### config.mk
export PLATFORM = sky130hd
export DESIGN_NAME = class_hvec_mem
export DESIGN_NICKNAME = d
export VERILOG_FILES = /design/src/rtl/hdc_mem_pkg.sv /design/src/rtl/hvec_frame_ram.sv /design/src/rtl/class_hvec_mem.sv
export SDC_FILE = /design/constraint.sdc
export NUM_CORES = 2
export LEC_CHECK = 0
export ABC_AREA = 1
export CAP_MARGIN = 20
export CORE_MARGIN = 2
export CORE_UTILIZATION = 51
export CTS_CLUSTER_SIZE = 12
export DETAILED_ROUTE_END_ITERATION = 10
export GPL_TIMING_DRIVEN = 0
export PLACE_DENSITY = 0.76
export SLEW_MARGIN = 15
export SYNTH_ARGS = -nofsm -noshare
export SYNTH_HDL_FRONTEND = slang
export SYNTH_SLANG_ARGS = --single-unit
### constraint.sdc
create_clock -name clk -period 14.55 [get_ports clk]
set_clock_uncertainty 0.05 [all_clocks]
set_input_delay 2.1825 -clock clk [delete_from_list [all_inputs] [get_ports clk]]
set_output_delay 2.1825 -clock clk [all_outputs]
set_load 0.05 [all_outputs]
### src/rtl/hdc_mem_pkg.sv
// Shared definitions for the class hypervector memory.
// Holds the command op encoding, the controller state enum and a
// width helper that never returns zero.
package hdc_mem_pkg;

  typedef enum logic [1:0] {
    OP_READ  = 2'd0,
    OP_WRITE = 2'd1,
    OP_CLEAR = 2'd2,
    OP_NOP   = 2'd3
  } op_e;

  typedef enum logic [1:0] {
    ST_IDLE = 2'd0,
    ST_RD   = 2'd1,
    ST_WR   = 2'd2
  } state_e;

  // Index width for n entries, at least one bit.
  function automatic int unsigned clog2_min1(input int unsigned n);
    int unsigned w;
    w = 1;
    if (n > 1) w = $clog2(n);
    return w;
  endfunction

endpackage

### src/rtl/hvec_frame_ram.sv
// Single-port frame storage with synchronous read.
// Ports: clk; we/wdata write at addr; re loads rdata from addr
// (rdata holds when re is low). Contents are not reset.
module hvec_frame_ram #(
  parameter int unsigned FRAME_W = 64,
  parameter int unsigned DEPTH   = 24,
  parameter int unsigned ADDR_W  = 5
) (
  input  logic               clk,
  input  logic               we,
  input  logic               re,
  input  logic [ADDR_W-1:0]  addr,
  input  logic [FRAME_W-1:0] wdata,
  output logic [FRAME_W-1:0] rdata
);

  logic [FRAME_W-1:0] mem [DEPTH];

  // Plain RAM template so large arrays map onto memory macros.
  always_ff @(posedge clk) begin
    if (we) mem[addr] <= wdata;
    if (re) rdata <= mem[addr];
  end

endmodule

### src/rtl/class_hvec_mem.sv
// Writable class hypervector store.
// Ports: cmd_* selects READ/WRITE/CLEAR/NOP per class (cmd_err flags an
// out-of-range class); wr_* streams frames in; rd_* streams frames out
// with frame index, last and empty flags; busy and class_vld report status.
module class_hvec_mem
  import hdc_mem_pkg::*;
#(
  parameter  int unsigned FRAME_W   = 64,
  parameter  int unsigned N_FRAMES  = 3,
  parameter  int unsigned N_CLASSES = 8,
  localparam int unsigned CLS_W     = clog2_min1(N_CLASSES),
  localparam int unsigned FRM_W     = clog2_min1(N_FRAMES)
) (
  input  logic                 clk,
  input  logic                 rst_n,
  input  logic                 cmd_valid,
  output logic                 cmd_ready,
  input  logic [1:0]           cmd_op,
  input  logic [CLS_W-1:0]     cmd_class,
  output logic                 cmd_err,
  input  logic                 wr_valid,
  output logic                 wr_ready,
  input  logic [FRAME_W-1:0]   wr_data,
  output logic                 rd_valid,
  input  logic                 rd_ready,
  output logic [FRAME_W-1:0]   rd_data,
  output logic [FRM_W-1:0]     rd_frame,
  output logic                 rd_last,
  output logic                 rd_empty,
  output logic                 busy,
  output logic [N_CLASSES-1:0] class_vld
);

  localparam int unsigned      DEPTH    = N_CLASSES * N_FRAMES;
  localparam int unsigned      ADDR_W   = clog2_min1(DEPTH);
  localparam logic [FRM_W-1:0] LAST_IDX = FRM_W'(N_FRAMES - 1);

  state_e             state_q, state_d;
  logic [FRM_W-1:0]   idx_q;
  logic [CLS_W-1:0]   cls_q;
  logic               rd_empty_q;
  logic [FRAME_W-1:0] ram_q;

  logic               cmd_fire, cmd_bad, cmd_ok;
  logic               idx_last, rd_fire, wr_fire;
  logic               ram_re;
  logic [CLS_W-1:0]   addr_cls;
  logic [FRM_W-1:0]   addr_frm;
  logic [ADDR_W-1:0]  ram_addr;

  assign cmd_fire = cmd_valid && (state_q == ST_IDLE);
  assign cmd_bad  = 32'(cmd_class) >= N_CLASSES;
  assign cmd_ok   = cmd_fire && !cmd_bad;
  assign idx_last = (idx_q == LAST_IDX);
  assign rd_fire  = (state_q == ST_RD) && rd_ready;
  assign wr_fire  = (state_q == ST_WR) && wr_valid;

  // State register.
  always_ff @(posedge clk or negedge rst_n) begin
    if (!rst_n) state_q <= ST_IDLE;
    else        state_q <= state_d;
  end

  // Next-state logic.
  always_comb begin
    state_d = state_q;
    unique case (state_q)
      ST_IDLE: begin
        if (cmd_ok && (cmd_op == OP_READ))  state_d = ST_RD;
        if (cmd_ok && (cmd_op == OP_WRITE)) state_d = ST_WR;
      end
      ST_RD:   if (rd_fire && idx_last) state_d = ST_IDLE;
      ST_WR:   if (wr_fire && idx_last) state_d = ST_IDLE;
      default: state_d = ST_IDLE;
    endcase
  end

  // Outputs decoded from registered state; read data masked when empty.
  always_comb begin
    cmd_ready = 1'b0;
    wr_ready  = 1'b0;
    rd_valid  = 1'b0;
    busy      = 1'b1;
    rd_data   = '0;
    rd_frame  = idx_q;
    rd_last   = 1'b0;
    rd_empty  = rd_empty_q;
    unique case (state_q)
      ST_IDLE: begin
        cmd_ready = 1'b1;
        busy      = 1'b0;
      end
      ST_RD: begin
        rd_valid = 1'b1;
        rd_last  = idx_last;
        if (!rd_empty_q) rd_data = ram_q;
      end
      ST_WR:   wr_ready = 1'b1;
      default: busy = 1'b0;
    endcase
  end

  // RAM address: frame 0 of the commanded class when idle, the next frame
  // while reading (prefetch on handshake), the current frame while writing.
  always_comb begin
    addr_cls = cls_q;
    addr_frm = idx_q;
    if (state_q == ST_IDLE) begin
      addr_cls = cmd_class;
      addr_frm = '0;
    end else if (state_q == ST_RD) begin
      addr_frm = idx_q + FRM_W'(1);
    end
  end

  assign ram_addr = ADDR_W'(32'(addr_cls) * N_FRAMES + 32'(addr_frm));
  assign ram_re   = (cmd_ok && (cmd_op == OP_READ)) || (rd_fire && !idx_last);

  // Frame index, target class, empty flag and per-class valid bits.
  always_ff @(posedge clk or negedge rst_n) begin
    if (!rst_n) begin
      idx_q      <= '0;
      cls_q      <= '0;
      rd_empty_q <= 1'b0;
      class_vld  <= '0;
      cmd_err    <= 1'b0;
    end else begin
      cmd_err <= cmd_fire && cmd_bad;
      if (cmd_ok) begin
        unique case (cmd_op)
          OP_READ: begin
            cls_q      <= cmd_class;
            idx_q      <= '0;
            rd_empty_q <= !class_vld[cmd_class];
          end
          OP_WRITE: begin
            cls_q                <= cmd_class;
            idx_q                <= '0;
            class_vld[cmd_class] <= 1'b0;
          end
          OP_CLEAR: class_vld[cmd_class] <= 1'b0;
          default: ;
        endcase
      end
      if (rd_fire || wr_fire) begin
        idx_q <= idx_last ? '0 : idx_q + FRM_W'(1);
      end
      // Class becomes readable only once its final frame has landed.
      if (wr_fire && idx_last) class_vld[cls_q] <= 1'b1;
    end
  end

  hvec_frame_ram #(
    .FRAME_W (FRAME_W),
    .DEPTH   (DEPTH),
    .ADDR_W  (ADDR_W)
  ) u_ram (
    .clk   (clk),
    .we    (wr_fire),
    .re    (ram_re),
    .addr  (ram_addr),
    .wdata (wr_data),
    .rdata (ram_q)
  );

endmodule

==> metrics.md <==
| Metric | Value |
|---|---|
| GR peak layer | `met2` |
| Clk slew on worst S/H paths | `~60 ps` |
| Max Slew Vio Count | `0` |
| Minimum clock period | `about 7800 ps` |
| H-tree levels | `4` |
| Routed Antenna Nets | `0` |
| CTS tree | `built` |
| Worst Hold Class | `reg -> reg` |
| CP Class | `in -> reg` |
| Drt pass-1 iters | `10` |
| Outcome | `complete, no violations` |
| Initial antenna violation count | `6` |
| Largest net degree at the start of global routing | `26` |
| Critical path startpoint category | `input pin` |
| Syn-to-layout area delta | `16.0%` |
| Max Cap Viol | `0` |
| Hold Vio Cnt, Final | `0` |
| Clock sinks | `1616` |
| Drt wl/cell | `27.5 um` |
| Routability Congestion | `a little under 0.9` |
| Fillers | `around 9000` |
| Worst-Skew Late Latency | `810 ps` |
| Synth Warn # | `0` |
| Netlist Area Pre-Place | `approximately 64000 um2` |
| Layout cells sized above 1 | `8.30%` |
| DIE AREA | `~130000 um2` |
| Met3 Track Usage GR | `approximately a tenth` |
| Drt total wl | `204000 um` |
| Clock Tree Buf Depth | `3` |
| Setup crit end kind | `register` |
| GRT Overall Usage | `between 30% and 40%` |
| DIE WIDTH | `about 360 um` |
| Number of global-route vias before repair | `between 40000 and 50000` |
| Worst slew pin tran | `about 1300 ps` |
| Seq/Total Area, Yosys | `75.4%` |
| Setup TNS | `0 ps` |
| Core area | `~130000 um2` |
| Starting DRT DRC Count | `9080` |
| Rel. slew slack | `a little over an eighth` |
| Row count | `130` |
| # DRC | `0` |
| Final setup fails | `0` |
| GR Overflow Total | `0` |
| Final HPWL DP | `around 140000 um` |
| CTS Buf Count | `about 160` |
| PostCTS Resize Cnt | `0` |
| Seq cells post-synth | `1616` |
| WP data arrival | `8200 ps` |
| Die height | `about 360 um` |
| CTS Hold Bufs | `0` |
| RSZ-0062 raised after global routing | `no` |
| Met1 usage | `about two fifths` |
| Io pins | `between 150 and 200` |
| Netlist cell types | `27` |
| Mean Syn Cell Area | `about 12 um2` |
| # Post-CTS Setup Buffers | `0` |
| Syn Inst Count | `5293` |
| Initial Utilization | `between 50% and 60%` |
| # port buffers | `between 150 and 200` |
| Req. time, crit path | `approximately 15000 ps` |
| Met2 usage | `~46%` |
| Routed vias/inst | `roughly 6.2` |
| Root buf cell | `clkbuf_16` |
| Via count | `45700` |
| Syn nets | `around 5400` |
| Period utilization | `53.4%` |
| Fmax | `~130 MHz` |
| Max FO, Critical Path | `23` |
| Global-route wire length before repair | `a little under 300000 um` |
| Fin nets | `between 5000 and 6000` |
## through the flow
| stage | hold slack (ps) | area (um2) | setup slack (ps) | cells | utilization (%) |
|---|---|---|---|---|---|
| 6_report | 498 | 74600 | 6780 | 7424 | 59.5 |
| 5_1_grt | 543 | 74600 | 6760 | 7421 | 59.5 |
| 4_1_cts | 500 | 74500 | 7090 | 7413 | 59.4 |
| 3_5_place_dp | 486 | 70100 | 6330 | 7181 | 55.9 |
| 3_3_place_gp | 443 | 67900 | 1320 | 7095 | 54.1 |
| 2_1_floorplan | 427 | 64300 | 6610 | 5293 | - |
## state kept, by name, summed over array words and instances, names as in the netlist
name / cells
u_ram.rdata: 64
cls_q: 3
u_ram.mem: 1536
rd_frame: 2
state_q: 2
rd_empty: 1
class_vld: 8
## layout by cell type (no fill, tap or decap), types with 34 or more instances in the layout
| cell type | netlist | final |
|---|---|---|
| clkdlybuf4s50_1 | 0 | 152 |
| buf_12 | 0 | 45 |
| edfxtp_1 | 1600 | 1600 |
| a21oi_1 | 206 | 206 |
| nand2_1 | 2025 | 2025 |
| nand3_1 | 437 | 437 |
| clkbuf_16 | 0 | 161 |
| buf_1 | 45 | 45 |
| inv_1 | 232 | 232 |
| nand4_1 | 171 | 171 |
| buf_16 | 0 | 40 |
| nor2_1 | 226 | 202 |
| clkbuf_1 | 71 | 105 |
| a22oi_1 | 34 | 34 |
| buf_2 | 115 | 115 |
## path summary, 6_finish.rpt
path / startpoint / endpoint / slack, ps / cells after the start
min in group asynchronous: rst_n / class_vld[4] / 1770 / 1
max in group asynchronous: rst_n / rd_frame[0] / 12210 / 1
setup / recovery: cmd_class[1] / u_ram.mem[22][14] / 6780 / 15
hold reg to reg: rd_empty / rd_empty / 500 / 2
hold / removal: rd_empty / rd_empty / 500 / 2
setup reg to reg: state_q[1] / u_ram.mem[22][14] / 7860 / 16
## layer usage
metal	part of all wire, %	up-vias
li1	-	19100
met1	34	21500
met5	0.020	-
met3	16	825
met4	7.0	6
met2	43	4298
## kinds of logic after synthesis
| logic type | synth area share [%] |
|---|---|
| simple gates | 18.3 |
| flops | 75.4 |
| buf+inv | 3.70 |
| compound gates | 2.23 |
| fa+ha+maj | 0.315 |
| xor+xnor | 0.0136 |
| other cells | 0.00584 |
## worst max-delay path, cell delays in order
cell	delay (ps)
clkdlybuf4s50_1	640
nand2_1	80
o21ai_0	110
inv_1	130
fa_1	520
inv_1	50
ha_1	210
fa_1	770
buf_2	460
buf_2	630
buf_1	650
nand3_1	520
nor2_4	720
buf_16	240
buf_12	220
## cells in the mapped netlist
library cell / number / share of area, %
nand2_1: 2025 / 12
edfxtp_1: 1600 / 75
nand3_1: 437 / 3.4
inv_1: 232 / 1.4
nor2_1: 226 / 1.3
a21oi_1: 206 / 1.6
nand4_1: 171 / 1.7
buf_2: 115 / 0.90
clkbuf_1: 71 / 0.41
buf_1: 45 / 0.26
a22oi_1: 34 / 0.40
buf_4: 28 / 0.33
o21ai_0: 27 / 0.21
buf_6: 24 / 0.42
dfrtp_1: 16 / 0.62
ha_1: 13 / 0.25
nand3b_1: 5 / 0.058
inv_2: 4 / 0.023
nor2_2: 3 / 0.029
fa_1: 2 / 0.062
nand2_2: 2 / 0.019
nor3_1: 2 / 0.016
conb_1: 1 / 0.0058
o22ai_1: 1 / 0.0097
o31ai_1: 1 / 0.012
or2_2: 1 / 0.0097
xor2_1: 1 / 0.014
## area by class of cell
cell class / instances / area, um2 / share of cell area, %
antenna: 4 / 10.0 / 0.0134
inverter: 236 / 886 / 1.19
timing repair buffer: 245 / 3620 / 4.86
buffer: 283 / 1490 / 2.00
multi-input combinational: 3158 / 13600 / 18.3
clock inverter: 35 / 254 / 0.341
clock buffer: 197 / 4160 / 5.58
tap: 1650 / 2060 / 2.77
sequential: 1616 / 48400 / 65.0
Power is left out: the tool's default activity adds up to more than one toggle a clock period on the data nets, which glitch-free logic cannot reach.
